==> src/rtl/lcd_text_feeder.sv <==
// Feeds the LCD write controller: runs the HD44780 init sequence, then turns bytes
// queued in a small character FIFO into one-cycle write commands with cursor tracking.
module lcd_text_feeder #(
  parameter int AW   = 4,
  parameter int COLS = 16
) (
  input  logic       CLK,
  input  logic       RST,
  input  logic       CHAR_VALID,
  input  logic [7:0] CHAR_DATA,
  output logic       CHAR_READY,
  input  logic       LCD_STATUS,
  output logic       LCD_WRITE,
  output logic [8:0] LCD_WRDATA,
  output logic       INIT_DONE
);

  localparam int DEPTH = 1 << AW;
  localparam int COL_W = (COLS > 1) ? $clog2(COLS) : 1;

  typedef enum logic [2:0] {
    S_INIT  = 3'd0,
    S_IDLE  = 3'd1,
    S_ISSUE = 3'd2,
    S_GUARD = 3'd3,
    S_WAITB = 3'd4
  } state_t;

  state_t           state_q, state_d;
  logic [2:0]       init_idx_q, init_idx_d;
  logic             init_done_q, init_done_d;
  logic             write_q, write_d;
  logic [8:0]       wrdata_q, wrdata_d;
  logic             row_q, row_d;
  logic [COL_W-1:0] col_q, col_d;
  logic             wrap_q, wrap_d;
  logic [AW:0]      wr_ptr_q, wr_ptr_d, rd_ptr_q, rd_ptr_d;
  logic [7:0]       fifo_mem_q [DEPTH];

  logic             full_s, empty_s, push_s, pop_s;
  logic [7:0]       head_s;

  function automatic logic [8:0] init_cmd(input logic [2:0] idx);
    case (idx)
      3'd0:    init_cmd = 9'h038;
      3'd1:    init_cmd = 9'h00C;
      3'd2:    init_cmd = 9'h001;
      3'd3:    init_cmd = 9'h006;
      default: init_cmd = 9'h000;
    endcase
  endfunction

  function automatic logic [8:0] row_addr(input logic row);
    row_addr = row ? 9'h0C0 : 9'h080;
  endfunction

  // Full when the pointers match except for the extra wrap bit.
  assign full_s     = ((wr_ptr_q ^ rd_ptr_q) == {1'b1, {AW{1'b0}}});
  assign empty_s    = (wr_ptr_q == rd_ptr_q);
  assign push_s     = CHAR_VALID & ~full_s;
  assign head_s     = fifo_mem_q[rd_ptr_q[AW-1:0]];
  assign CHAR_READY = ~full_s;
  assign LCD_WRITE  = write_q;
  assign LCD_WRDATA = wrdata_q;
  assign INIT_DONE  = init_done_q;

  // Next-state, command selection and cursor update.
  always_comb begin
    state_d     = state_q;
    init_idx_d  = init_idx_q;
    init_done_d = init_done_q;
    wrdata_d    = wrdata_q;
    row_d       = row_q;
    col_d       = col_q;
    wrap_d      = wrap_q;
    pop_s       = 1'b0;
    case (state_q)
      S_INIT: begin
        if (!LCD_STATUS) begin
          wrdata_d   = init_cmd(init_idx_q);
          init_idx_d = init_idx_q + 3'd1;
          state_d    = S_ISSUE;
        end else begin
          state_d = S_INIT;
        end
      end
      S_IDLE: begin
        if (!LCD_STATUS && wrap_q) begin
          wrdata_d = row_addr(row_q);
          wrap_d   = 1'b0;
          state_d  = S_ISSUE;
        end else if (!LCD_STATUS && !empty_s) begin
          pop_s   = 1'b1;
          state_d = S_ISSUE;
          case (head_s)
            8'h0A: begin
              row_d    = ~row_q;
              col_d    = {COL_W{1'b0}};
              wrdata_d = row_addr(~row_q);
            end
            8'h0C: begin
              row_d    = 1'b0;
              col_d    = {COL_W{1'b0}};
              wrap_d   = 1'b0;
              wrdata_d = 9'h001;
            end
            default: begin
              wrdata_d = {1'b1, head_s};
              if (col_q == COL_W'(COLS - 1)) begin
                col_d  = {COL_W{1'b0}};
                row_d  = ~row_q;
                wrap_d = 1'b1;
              end else begin
                col_d = col_q + COL_W'(1);
              end
            end
          endcase
        end else begin
          state_d = S_IDLE;
        end
      end
      S_ISSUE: state_d = S_GUARD;
      // Busy flag lags the strobe by a cycle, so it is not trusted here.
      S_GUARD: state_d = S_WAITB;
      S_WAITB: begin
        if (!LCD_STATUS) begin
          if (init_idx_q == 3'd4) begin
            init_done_d = 1'b1;
            state_d     = S_IDLE;
          end else begin
            state_d = S_INIT;
          end
        end else begin
          state_d = S_WAITB;
        end
      end
      default: state_d = S_INIT;
    endcase
    write_d  = (state_d == S_ISSUE);
    wr_ptr_d = push_s ? wr_ptr_q + (AW+1)'(1) : wr_ptr_q;
    rd_ptr_d = pop_s  ? rd_ptr_q + (AW+1)'(1) : rd_ptr_q;
  end

  // Control state, cursor and FIFO pointers.
  always_ff @(posedge CLK or posedge RST) begin
    if (RST) begin
      state_q     <= S_INIT;
      init_idx_q  <= 3'd0;
      init_done_q <= 1'b0;
      write_q     <= 1'b0;
      wrdata_q    <= 9'h000;
      row_q       <= 1'b0;
      col_q       <= {COL_W{1'b0}};
      wrap_q      <= 1'b0;
      wr_ptr_q    <= {(AW+1){1'b0}};
      rd_ptr_q    <= {(AW+1){1'b0}};
    end else begin
      state_q     <= state_d;
      init_idx_q  <= init_idx_d;
      init_done_q <= init_done_d;
      write_q     <= write_d;
      wrdata_q    <= wrdata_d;
      row_q       <= row_d;
      col_q       <= col_d;
      wrap_q      <= wrap_d;
      wr_ptr_q    <= wr_ptr_d;
      rd_ptr_q    <= rd_ptr_d;
    end
  end

  // FIFO storage; contents are don't-care until written.
  always_ff @(posedge CLK) begin
    if (push_s) begin
      fifo_mem_q[wr_ptr_q[AW-1:0]] <= CHAR_DATA;
    end
  end

endmodule
==> config.mk <==
export PLATFORM = sky130hd
export DESIGN_NAME = lcd_text_feeder
export DESIGN_NICKNAME = d
export VERILOG_FILES = /design/src/rtl/lcd_text_feeder.sv
export SDC_FILE = /design/constraint.sdc
export NUM_CORES = 1
export LEC_CHECK = 0
export CAP_MARGIN = 10
export CORE_MARGIN = 1
export CORE_UTILIZATION = 35
export DETAILED_ROUTE_END_ITERATION = 8
export PLACE_DENSITY_LB_ADDON = 0.2
export SLEW_MARGIN = 30
export SYNTH_ARGS = -nofsm -noshare
export SYNTH_HDL_FRONTEND = slang
export SYNTH_SLANG_ARGS = --single-unit
==> constraint.sdc <==
create_clock -name CLK -period 4 [get_ports CLK]
set_clock_uncertainty 0.05 [all_clocks]
set_input_delay 0.8 -clock CLK [delete_from_list [all_inputs] [get_ports CLK]]
set_output_delay 0.8 -clock CLK [all_outputs]
set_load 0.03 [all_outputs]
==> results of run 1 <==
==> worst max-delay path by stage <==
stage                                  startpoint                         end  slack [ns]  depth (start not counted)
after floorplan           rd_ptr_q[0]$_DFFE_PP0P_  fifo_mem_q[3][0]$_DFFE_PP_        0.98                         10
after global placement    rd_ptr_q[0]$_DFFE_PP0P_   LCD_WRDATA[5]$_DFFE_PP0P_        0.79                          8
after detailed placement  rd_ptr_q[2]$_DFFE_PP0P_   LCD_WRDATA[3]$_DFFE_PP0P_        0.69                          7
after CTS                 rd_ptr_q[1]$_DFFE_PP0P_                  CHAR_READY        0.41                          6
after global routing      rd_ptr_q[2]$_DFFE_PP0P_   LCD_WRDATA[5]$_DFFE_PP0P_        0.30                          7
final                     rd_ptr_q[1]$_DFFE_PP0P_                  CHAR_READY        0.47                          6
==> flip-flops by register name, indices dropped and copies added (netlist names), 3 cells and up <==
signal,cells
init_idx_q,3
state_q,3
wr_ptr_q,5
col_q,4
rd_ptr_q,5
LCD_WRDATA,9
fifo_mem_q,128
==> layer usage <==
| layer | global-route usage (%) | up-vias | wire length [um] |
|---|---|---|---|
| met5 | 0 | - | 0 |
| met4 | 5.09 | 0 | 189 |
| met3 | 3.97 | 15 | 491 |
| met2 | 23.2 | 67 | 6410 |
| met1 | 20.3 | 1878 | 6690 |
| li1 | - | 1676 | - |
==> through the flow <==
step | worst slack (ns) | power [uW] | utilization [%] | cells
after floorplan | 0.980 | 3500 | - | 411
after global placement | 0.787 | 3990 | 38.6 | 663
after detailed placement | 0.690 | 4010 | 38.6 | 663
after CTS | 0.413 | 5630 | 41.7 | 695
after global routing | 0.304 | 5850 | 41.7 | 695
final | 0.466 | 5580 | 41.7 | 695
==> layout make-up <==
type | count | area share [%]
clock buffers | 18 | 5.48
clock inverters | 14 | 2.11
inverters | 13 | 0.623
multi-input cells | 219 | 24.1
flip-flops and latches | 161 | 59.6
well taps | 234 | 3.74
repair buffers | 36 | 4.34
==> cells by family after synthesis <==
kind of cell / Yosys count / share of synthesized area, %
AOI/OAI and AO/OA: 55 / 6.38
muxes: 43 / 10.6
and+or+nand+nor: 96 / 7.20
adders and majority gates: 11 / 2.05
DFF: 161 / 69.4
buffers and inverters: 31 / 2.55
xor gates and xnor gates: 14 / 1.82
==> critical path: stages, from the launching register on <==
cell,delay (ns)
dfrtp_1,0.36
buf_4,0.20
buf_4,0.23
xor2_1,0.17
nor4_1,0.53
nand2_1,0.14
clkdlybuf4s50_1,0.62
==> power by group <==
part | internal (uW) | leakage, uW | switching [uW]
registers | 2080 | 0.00157 | 184
logic | 716 | 0.000984 | 979
clock network | 890 | 0.000281 | 730
total | 3690 | 0.00283 | 1890
==> cell usage after synthesis, drive strengths merged, types with 6 or more instances <==
| master | number | area, sq um |
|---|---|---|
| nand2 | 23 | 86.3 |
| mux4 | 22 | 499 |
| nor2 | 22 | 82.6 |
| inv | 13 | 48.8 |
| mux2i | 20 | 200 |
| nand3 | 10 | 50.1 |
| buf | 14 | 108 |
| nor3 | 8 | 40.0 |
| a221oi | 11 | 96.3 |
| xnor2 | 7 | 61.3 |
| dfrtp | 33 | 826 |
| nor2b | 6 | 40.0 |
| a22oi | 7 | 52.6 |
| ha | 11 | 138 |
| edfxtp | 128 | 3840 |
| xor2 | 7 | 61.3 |
| o21ai | 13 | 65.1 |
==> results by group, run 1 <==
STA
  – Slew margin rel.: 36.1%
  – Min Hold Slack: 0.414 ns
  – Setup_tns: 0 ns
  – Period minus WS final: 3.53 ns
  – Final setup vio count: 0
  – Final Hold Vio Count: 0
  – Fin. max-slew vios: 0
  – Tightest Pin Transition: 0.954 ns
  – Crit share post-route: 88.3%
  – Max Fclk: 283 MHz
  – RSZ-0062 raised after global routing: false

Critical path
  – Crit path kind: flop to primary output
  – Critical path required time: 3.15 ns
  – Internal reg-to-reg setup slack: 0.65 ns
  – CP arrival: 2.68 ns
  – Startpoint Class: flop
  – R2R depth: 7
  – RR Startpoint: rd_ptr_q[2]$_DFFE_PP0P_
  – R2R Path End: LCD_WRDATA[5]$_DFFE_PP0P_
  – CP endpoint kind: primary output
  – Crit Path Max Fanout: 15

Worst hold path
  – Min-delay src: INIT_DONE$_DFFE_PP0N_
  – Hold Crit Class: flop to flop
  – Worst Hold Depth: 1
  – WHS Endpoint: INIT_DONE$_DFFE_PP0N_

Job
  – Max Cap Viol: 0

Floorplanning
  – Initial Util: 35.8%
  – Die W: 141 um
  – Core area: 0.0188 sq mm
  – FP Rows: 50
  – Die height: 141 um
  – I/O pin count: 24
  – Die ar.: 0.0198 sq mm

Route
  – Routed wire length: 13.8 mm
  – Antenna Nets Post-Route: 0
  – Vias per inst: 5.23
  – DRT Pass-1 Iters: 4
  – # DRC: 0
  – Number of DRC markers in iteration 0: 201
  – Drt wl/cell: 19.8 um
  – Via Count: 3636

Logic synthesis
  – Post-synth EDFFs: 128
  – Synth cell types: 50
  – Mapped Nets: 434
  – Yosys warns: 0
  – Sequential fraction of the synthesis area: 69.4%
  – Post-synthesis async set-or-reset flop share: 20.5%
  – Post-synthesis cell count: 411
  – Seq cells post-synth: 161
  – Syn Area/Cell: 16.4 sq um
  – Prevailing post-synth register cell: edfxtp_1
  – Cell Area, Synth: 0.00673 sq mm

Finish
  – Final #Nets: 471
  – Register area: 0.00467 sq mm
  – Diode count: 0
  – Commonest cells after routing, fill and taps aside: edfxtp_1 (128), dfrtp_1 (32), nand2_1 (23), clkdlybuf4s50_1 (23)
  – Final Instance Area: 0.00783 sq mm
  – Area growth from synthesis to final layout: 16.5%
  – Fillers: 1669
  – Commonest non-fill, non-tap cell in the layout: edfxtp_1
  – Layout cell share with drive strength beyond 1: 16.3%
  – Multi-input gate area: 0.00189 sq mm

Global route
  – Global-route wire length before repair: 21.2 mm
  – GRT Total Usage: 14.9%
  – Total gr overflow: 0
  – Largest net degree at the start of global routing: 47
  – Number of global-route vias before repair: 3588
  – Initial antenna violation count: 0

Power and ir drop
  – P_leak: 0.00283 uW
  – Power Density: 712 mW/mm^2
  – Maximum vdd ir drop: 0.000293 V

Run status
  – Run status: finished, final reports clean

Clocking
  – Max Buffers Root-to-Sink: 2
  – Root Buffer: clkbuf_16
  – CTS Hold Bufs: 0
  – CTS sink cnt: 161
  – Post-CTS resize count: 0
  – Post-CTS Setup Inserts: 0
  – Clk pin slew, worst setup/hold paths: 0.07 ns
  – Worst skew pair latency: 0.43 ns
  – CTS buffer count: 17
  – H-tree depth: 4
  – CTS tree: yes

Placed design
  – Dpl hpwl: 9.27 mm
  – Global placer's final weighted congestion: 0.782
  – Port bufs: 23
  – Placed cell area: 0.00724 sq mm
Power figures use the tool's default switching activity.
==> inputs of run 2 (changes only) <==
- ABC_AREA: unset -> 1
- CORE_UTILIZATION: 35 -> 60
==> run 2 against run 1 <==
Against the previous run:
- combinational power is 20% higher
- area after synthesis is 6.3% higher
- setup slack better by 0.49 ns
- sequential share of layout area fell by 1.8 points
- die area is 37% lower
- power increased by 8.6%
- highest routed layer unchanged
- utilization increased by 28 points
- sequential power grew 2%
- critical path type unchanged
==> results by group, run 2 <==
Run status
  – Run status: finished, final reports clean

Finish
  – Layout cell share with drive strength beyond 1: 8.03%
  – Fillers: 838
  – Commonest non-fill, non-tap cell in the layout: nand2_1
  – Post-Layout Cell Count: 878
  – Max FFs per register: 128
  – Final #Nets: 745
  – Area growth from synthesis to final layout: 13.0%
  – Register area: 0.00467 sq mm
  – Diode count: 0
  – Multi-input gate area: 0.00213 sq mm
  – Commonest cells after routing, fill and taps aside: nand2_1 (227), edfxtp_1 (128), nor2_1 (86)

STA
  – Crit share post-route: 76.0%
  – Max Fclk: 329 MHz
  – Setup_tns: 0 ns
  – Fin. max-slew vios: 0
  – Period minus WS final: 3.04 ns
  – Min Hold Slack: 0.413 ns
  – Tightest Pin Transition: 0.900 ns
  – RSZ-0062 raised after global routing: false
  – Final setup vio count: 0
  – Slew margin rel.: 39.8%
  – Final Hold Vio Count: 0

Floorplanning
  – Die W: 111 um
  – I/O pin count: 24
  – Die height: 111 um
  – Initial Util: 62.1%
  – FP Rows: 39
  – Die ar.: 0.0124 sq mm
  – Core area: 0.0115 sq mm

Route
  – Drt wl/cell: 17.2 um
  – Routed wire length: 15.1 mm
  – Wire length on met3: 1.07 mm
  – # DRC: 0
  – Via Count: 4874
  – WL met2: 7.39 mm
  – Vias per inst: 5.55
  – M1 wire length: 6.34 mm
  – Number of DRC markers in iteration 0: 378
  – Antenna Nets Post-Route: 0
  – Max Used Layer: met4
  – DRT Pass-1 Iters: 7

Power and ir drop
  – Power Density: 750 mW/mm^2
  – Maximum vdd ir drop: 0.000669 V
  – P_leak: 0.00335 uW

Critical path
  – RR Startpoint: rd_ptr_q[0]$_DFFE_PP0P_
  – Setup crit start: rd_ptr_q[1]$_DFFE_PP0P_
  – Max incr delay on CP: 0.72 ns
  – CP endpoint kind: primary output
  – CP arrival: 2.19 ns
  – Top Family by Delay on Critical Path: flip-flops
  – Critical path required time: 3.15 ns
  – Buf/Inv on CP: 1
  – Startpoint Class: flop
  – CP Cell Sequence: xor2_1, nor2_1, nand3_1, clkdlybuf4s50_1
  – CP max stage cell: dfrtp_1
  – Crit path kind: flop to primary output
  – Crit Path Max Fanout: 10

Logic synthesis
  – Cell Area, Synth: 0.00715 sq mm
  – Post-synthesis async set-or-reset flop share: 20.5%
  – Ranking of synthesized cells by area: edfxtp_1 (54%), nand2_1 (12%), dfrtp_1 (12%), nor2_1 (4.6%), nand3_1 (3.7%)
  – Prevailing post-synth register cell: edfxtp_1
  – Syn Area/Cell: 10.2 sq um
  – Post-synth EDFFs: 128
  – Sequential fraction of the synthesis area: 65.3%
  – Most common cell in the netlist: nand2_1
  – Seq cells post-synth: 161
  – Synth cell types: 34
  – Post-synthesis cell count: 698
  – Yosys warns: 0
  – Mapped Nets: 721
  – Area leader, netlist: edfxtp_1
  – Post-synth top cells: nand2_1 (227), edfxtp_1 (128), nor2_1 (87), nand3_1 (53), inv_1 (50)
  – Area share of the largest cell type after synthesis: 53.8%

Global route
  – Total gr overflow: 0
  – Number of global-route vias before repair: 4799
  – Global-route wire length before repair: 24.3 mm
  – Initial antenna violation count: 0
  – Largest net degree at the start of global routing: 59
  – GRT Total Usage: 26.8%

Clocking
  – CTS sink cnt: 161
  – Post-CTS resize count: 0
  – Post-CTS Setup Inserts: 0
  – Root Buffer: clkbuf_16
  – Worst skew pair latency: 0.43 ns
  – CTS tree: yes
  – H-tree depth: 4
  – Max Buffers Root-to-Sink: 2
  – CTS buffer count: 17
  – CTS Hold Bufs: 0
  – Clk pin slew, worst setup/hold paths: 0.07 ns

Placed design
  – Port bufs: 23
  – Placed cells: 846
  – Dpl hpwl: 9.75 mm
  – Global placer's final weighted congestion: 0.855

Worst hold path
  – Hold Crit Class: flop to flop
  – Min-delay src: INIT_DONE$_DFFE_PP0N_

Job
  – Max Cap Viol: 0
[run 2: changes by cell type after synthesis, sizes merged, moves of 20 or more]
cell,previous run,this run
nand2,23,233
nor2,22,93
mux4,22,0
mux2i,20,0
inv,13,56
nand3,10,54
[run 2: cell type report]
type                            instances  area share, %
Sequential cell                       161           57.8
Multi-Input combinational cell        457           26.4
Clock buffer                           17           5.26
Timing Repair Buffer                   26           3.13
Inverter                               59           2.74
Clock inverter                         15           2.49
Tap cell                              143           2.21
[run 2: worst min-delay path, cell delays in order, from the launching register on]
cell,delay [ns]
dfrtp_1,0.34
inv_1,0.04
nand2_1,0.05
[run 2: cell families (layout without fill, tap and decap cells)]
logic type	after synthesis	in the layout	share of synthesized area (%)
buffers and inverters	80	117	4.95
AO/OA/AOI/OAI	42	42	3.36
flip-flops	161	161	65.3
AND/OR/NAND/NOR	390	390	22.7
adder cells (fa/ha/maj)	11	11	1.92
XOR/XNOR	14	14	1.71
[run 2: layer usage]
metal  track usage [%]  up-vias
li1                  -     2338
met1              34.1     2315
met2              44.1      190
met3              7.82       31
met4              9.64        0
met5                 0        -
[run 2: final timing paths]
kind | endpoint | slack [ns] | depth (start not counted)
max reg2reg | LCD_WRDATA[1]$_DFFE_PP0P_ | 1.22 | 14
min in group asynchronous | rd_ptr_q[2]$_DFFE_PP0P_ | 0.71 | 2
min reg2reg | INIT_DONE$_DFFE_PP0N_ | 0.41 | 2
max in group asynchronous | wr_ptr_q[2]$_DFFE_PP0P_ | 2.69 | 3
max | CHAR_READY | 0.96 | 4
min | INIT_DONE$_DFFE_PP0N_ | 0.41 | 2
[run 2: power by group]
part           internal, uW  switching [uW]  total, uW
combinational           613            1420       2030
clock                  1050             663       1710
sequential             2090             217       2310
[run 2: stage by stage]
| step | power [uW] | instance area, sq um | utilization [%] | worst slack, ns |
|---|---|---|---|---|
| 2_1_floorplan | 3810 | 7150 | - | 1.65 |
| 3_3_place_gp | 4280 | 7450 | 64.7 | 1.09 |
| 3_5_place_dp | 4350 | 7450 | 64.7 | 1.07 |
| 4_1_cts | 6060 | 8080 | 70.1 | 0.955 |
| 5_1_grt | 6420 | 8080 | 70.2 | 0.901 |
| 6_report | 6060 | 8080 | 70.2 | 0.960 |
==> inputs of run 3 (changes only) <==
- CORE_UTILIZATION: 60 -> 55
- clock period: 4 -> 2.5 ns (I/O delays scaled with it)
==> run 3 against run 2 <==
Against the previous run:
- global-route usage is 1.2 points lower
- via count is 1.4% higher
- utilization is 4.9 points lower
- highest routed layer unchanged
- sequential share of layout area is 1.3 points lower
- clock power is 40% higher
- critical path depth is 1 higher
- clock-buffer cell count stayed put
- sequential power is 58% higher
- first-iteration DRC count is 11% higher
==> results by group, run 3 (same netlist as run 2, synthesis figures left out) <==
STA
  – Crit share post-route: 96.4%
  – Setup_tns: 0 ns
  – Max Fclk: 415 MHz
  – RSZ-0062 raised after global routing: false
  – Fin. max-slew vios: 0
  – Final setup vio count: 0
  – Tightest Pin Transition: 0.759 ns
  – Final Hold Vio Count: 0
  – Period minus WS final: 2.41 ns
  – Slew margin rel.: 49.2%

Critical path
  – CP arrival: 1.86 ns
  – CP endpoint kind: primary output
  – Max incr delay on CP: 0.42 ns
  – R2R depth: 13
  – Buf/Inv on CP: 2
  – CP max stage cell: dfrtp_1
  – Startpoint Class: flop
  – Crit Path Max Fanout: 7
  – Top Family by Delay on Critical Path: buffers and inverters
  – CP Cell Sequence: buf_4, xor2_1, nor2_1, nand3_1, dlygate4sd2_1
  – Stages on worst setup path: 5
  – Critical path required time: 1.95 ns
  – Crit path kind: flop to primary output

Floorplanning
  – Initial Util: 56.4%
  – I/O pin count: 24
  – FP Rows: 41
  – Die W: 116 um
  – Die ar.: 0.0135 sq mm
  – Die height: 116 um
  – Core area: 0.0127 sq mm

Finish
  – Commonest cells after routing, fill and taps aside: nand2_1 (227), edfxtp_1 (128), nor2_1 (87)
  – Final Instance Area: 0.00826 sq mm
  – Max FFs per register: 128
  – Area growth from synthesis to final layout: 15.6%
  – Diode count: 0
  – Layout cell share with drive strength beyond 1: 10.9%
  – Final #Nets: 771
  – Commonest non-fill, non-tap cell in the layout: nand2_1

Route
  – Drt wl/cell: 16.7 um
  – DRT Pass-1 Iters: 7
  – Antenna Nets Post-Route: 0
  – Number of DRC markers in iteration 0: 419
  – Vias per inst: 5.29
  – Via Count: 4940
  – # DRC: 0
  – Routed wire length: 15.6 mm

Global route
  – Initial antenna violation count: 0
  – GRT Total Usage: 25.7%
  – Largest net degree at the start of global routing: 53
  – Global-route wire length before repair: 24.9 mm
  – Number of global-route vias before repair: 4896
  – Total gr overflow: 0

Clocking
  – CTS buffer count: 17
  – H-tree depth: 4
  – Worst skew pair latency: 0.42 ns
  – Root Buffer: clkbuf_16
  – CTS Hold Bufs: 0
  – Max Buffers Root-to-Sink: 2
  – CTS sink cnt: 161
  – Clk pin slew, worst setup/hold paths: 0.07 ns
  – CTS tree: yes

Placed design
  – Global placer's final weighted congestion: 0.840
  – Placed cell area: 0.00767 sq mm
  – Dpl hpwl: 10.1 mm
  – Port bufs: 23

Power and ir drop
  – P_leak: 0.00346 uW
  – Maximum vdd ir drop: 0.000684 V
  – Total Power: 9590 uW
  – Power Density: 1160 mW/mm^2

Worst hold path
  – Hold Crit Class: primary input to asynchronous set/reset pin

Run status
  – Run status: finished, final reports clean

Job
  – Max Cap Viol: 0
[run 3: layer usage]
metal / global-route usage, % / vias to the layer above / wire length, um
met5: 0 / - / 0
met4: 10.0 / 0 / 374
met3: 5.86 / 33 / 862
met2: 42.0 / 154 / 7720
met1: 33.4 / 2368 / 6660
li1: - / 2385 / -
[run 3: path summary, 6_finish.rpt]
path,from,to,slack (ns)
hold reg to reg,INIT_DONE$_DFFE_PP0N_,INIT_DONE$_DFFE_PP0N_,0.41
max in group asynchronous,RST,rd_ptr_q[0]$_DFFE_PP0P_,1.65
min in group CLK,INIT_DONE$_DFFE_PP0N_,INIT_DONE$_DFFE_PP0N_,0.42
setup reg to reg,rd_ptr_q[0]$_DFFE_PP0P_,LCD_WRDATA[2]$_DFFE_PP0P_,0.18
hold / removal,RST,init_idx_q[2]$_DFFE_PP0P_,0.41
setup / recovery,rd_ptr_q[1]$_DFFE_PP0P_,CHAR_READY,0.09
[run 3: stage by stage]
| step | std cells | setup slack, ns | hold WS, ns | util (%) |
|---|---|---|---|---|
| after floorplan | 698 | 0.148 | 0.406 | - |
| after global placement | 898 | 0.188 | 0.397 | 60.6 |
| after detailed placement | 898 | 0.102 | 0.406 | 60.6 |
| after CTS | 930 | 0.0607 | 0.417 | 64.9 |
| after global routing | 933 | 0.000555 | 0.463 | 65.2 |
| final | 933 | 0.0895 | 0.415 | 65.2 |
[run 3: tightest hold or removal path: cells and delay by family]
kind	cells	cell delay, ns
buffers and inverters	3	0.81
[run 3: area by class of cell]
cell class | instances | area (sq um)
Timing Repair Buffer | 52 | 480
Multi-Input combinational cell | 457 | 2130
Clock buffer | 17 | 425
Fill cell | 977 | 4410
Inverter | 59 | 221
Clock inverter | 15 | 121
Tap cell | 172 | 215
Sequential cell | 161 | 4670
[run 3: where the power goes]
group          switching [uW]  internal, uW
clock network            1100          1300
registers                 289          3350
logic                    2380          1160
total                    3780          5810
[run 3: repair_timing]
item,4_1_cts,5_1_grt
gates resized for setup,1,2
cloned,0,1
endpoints found under the setup margin,1,5
setup buffers,0,2
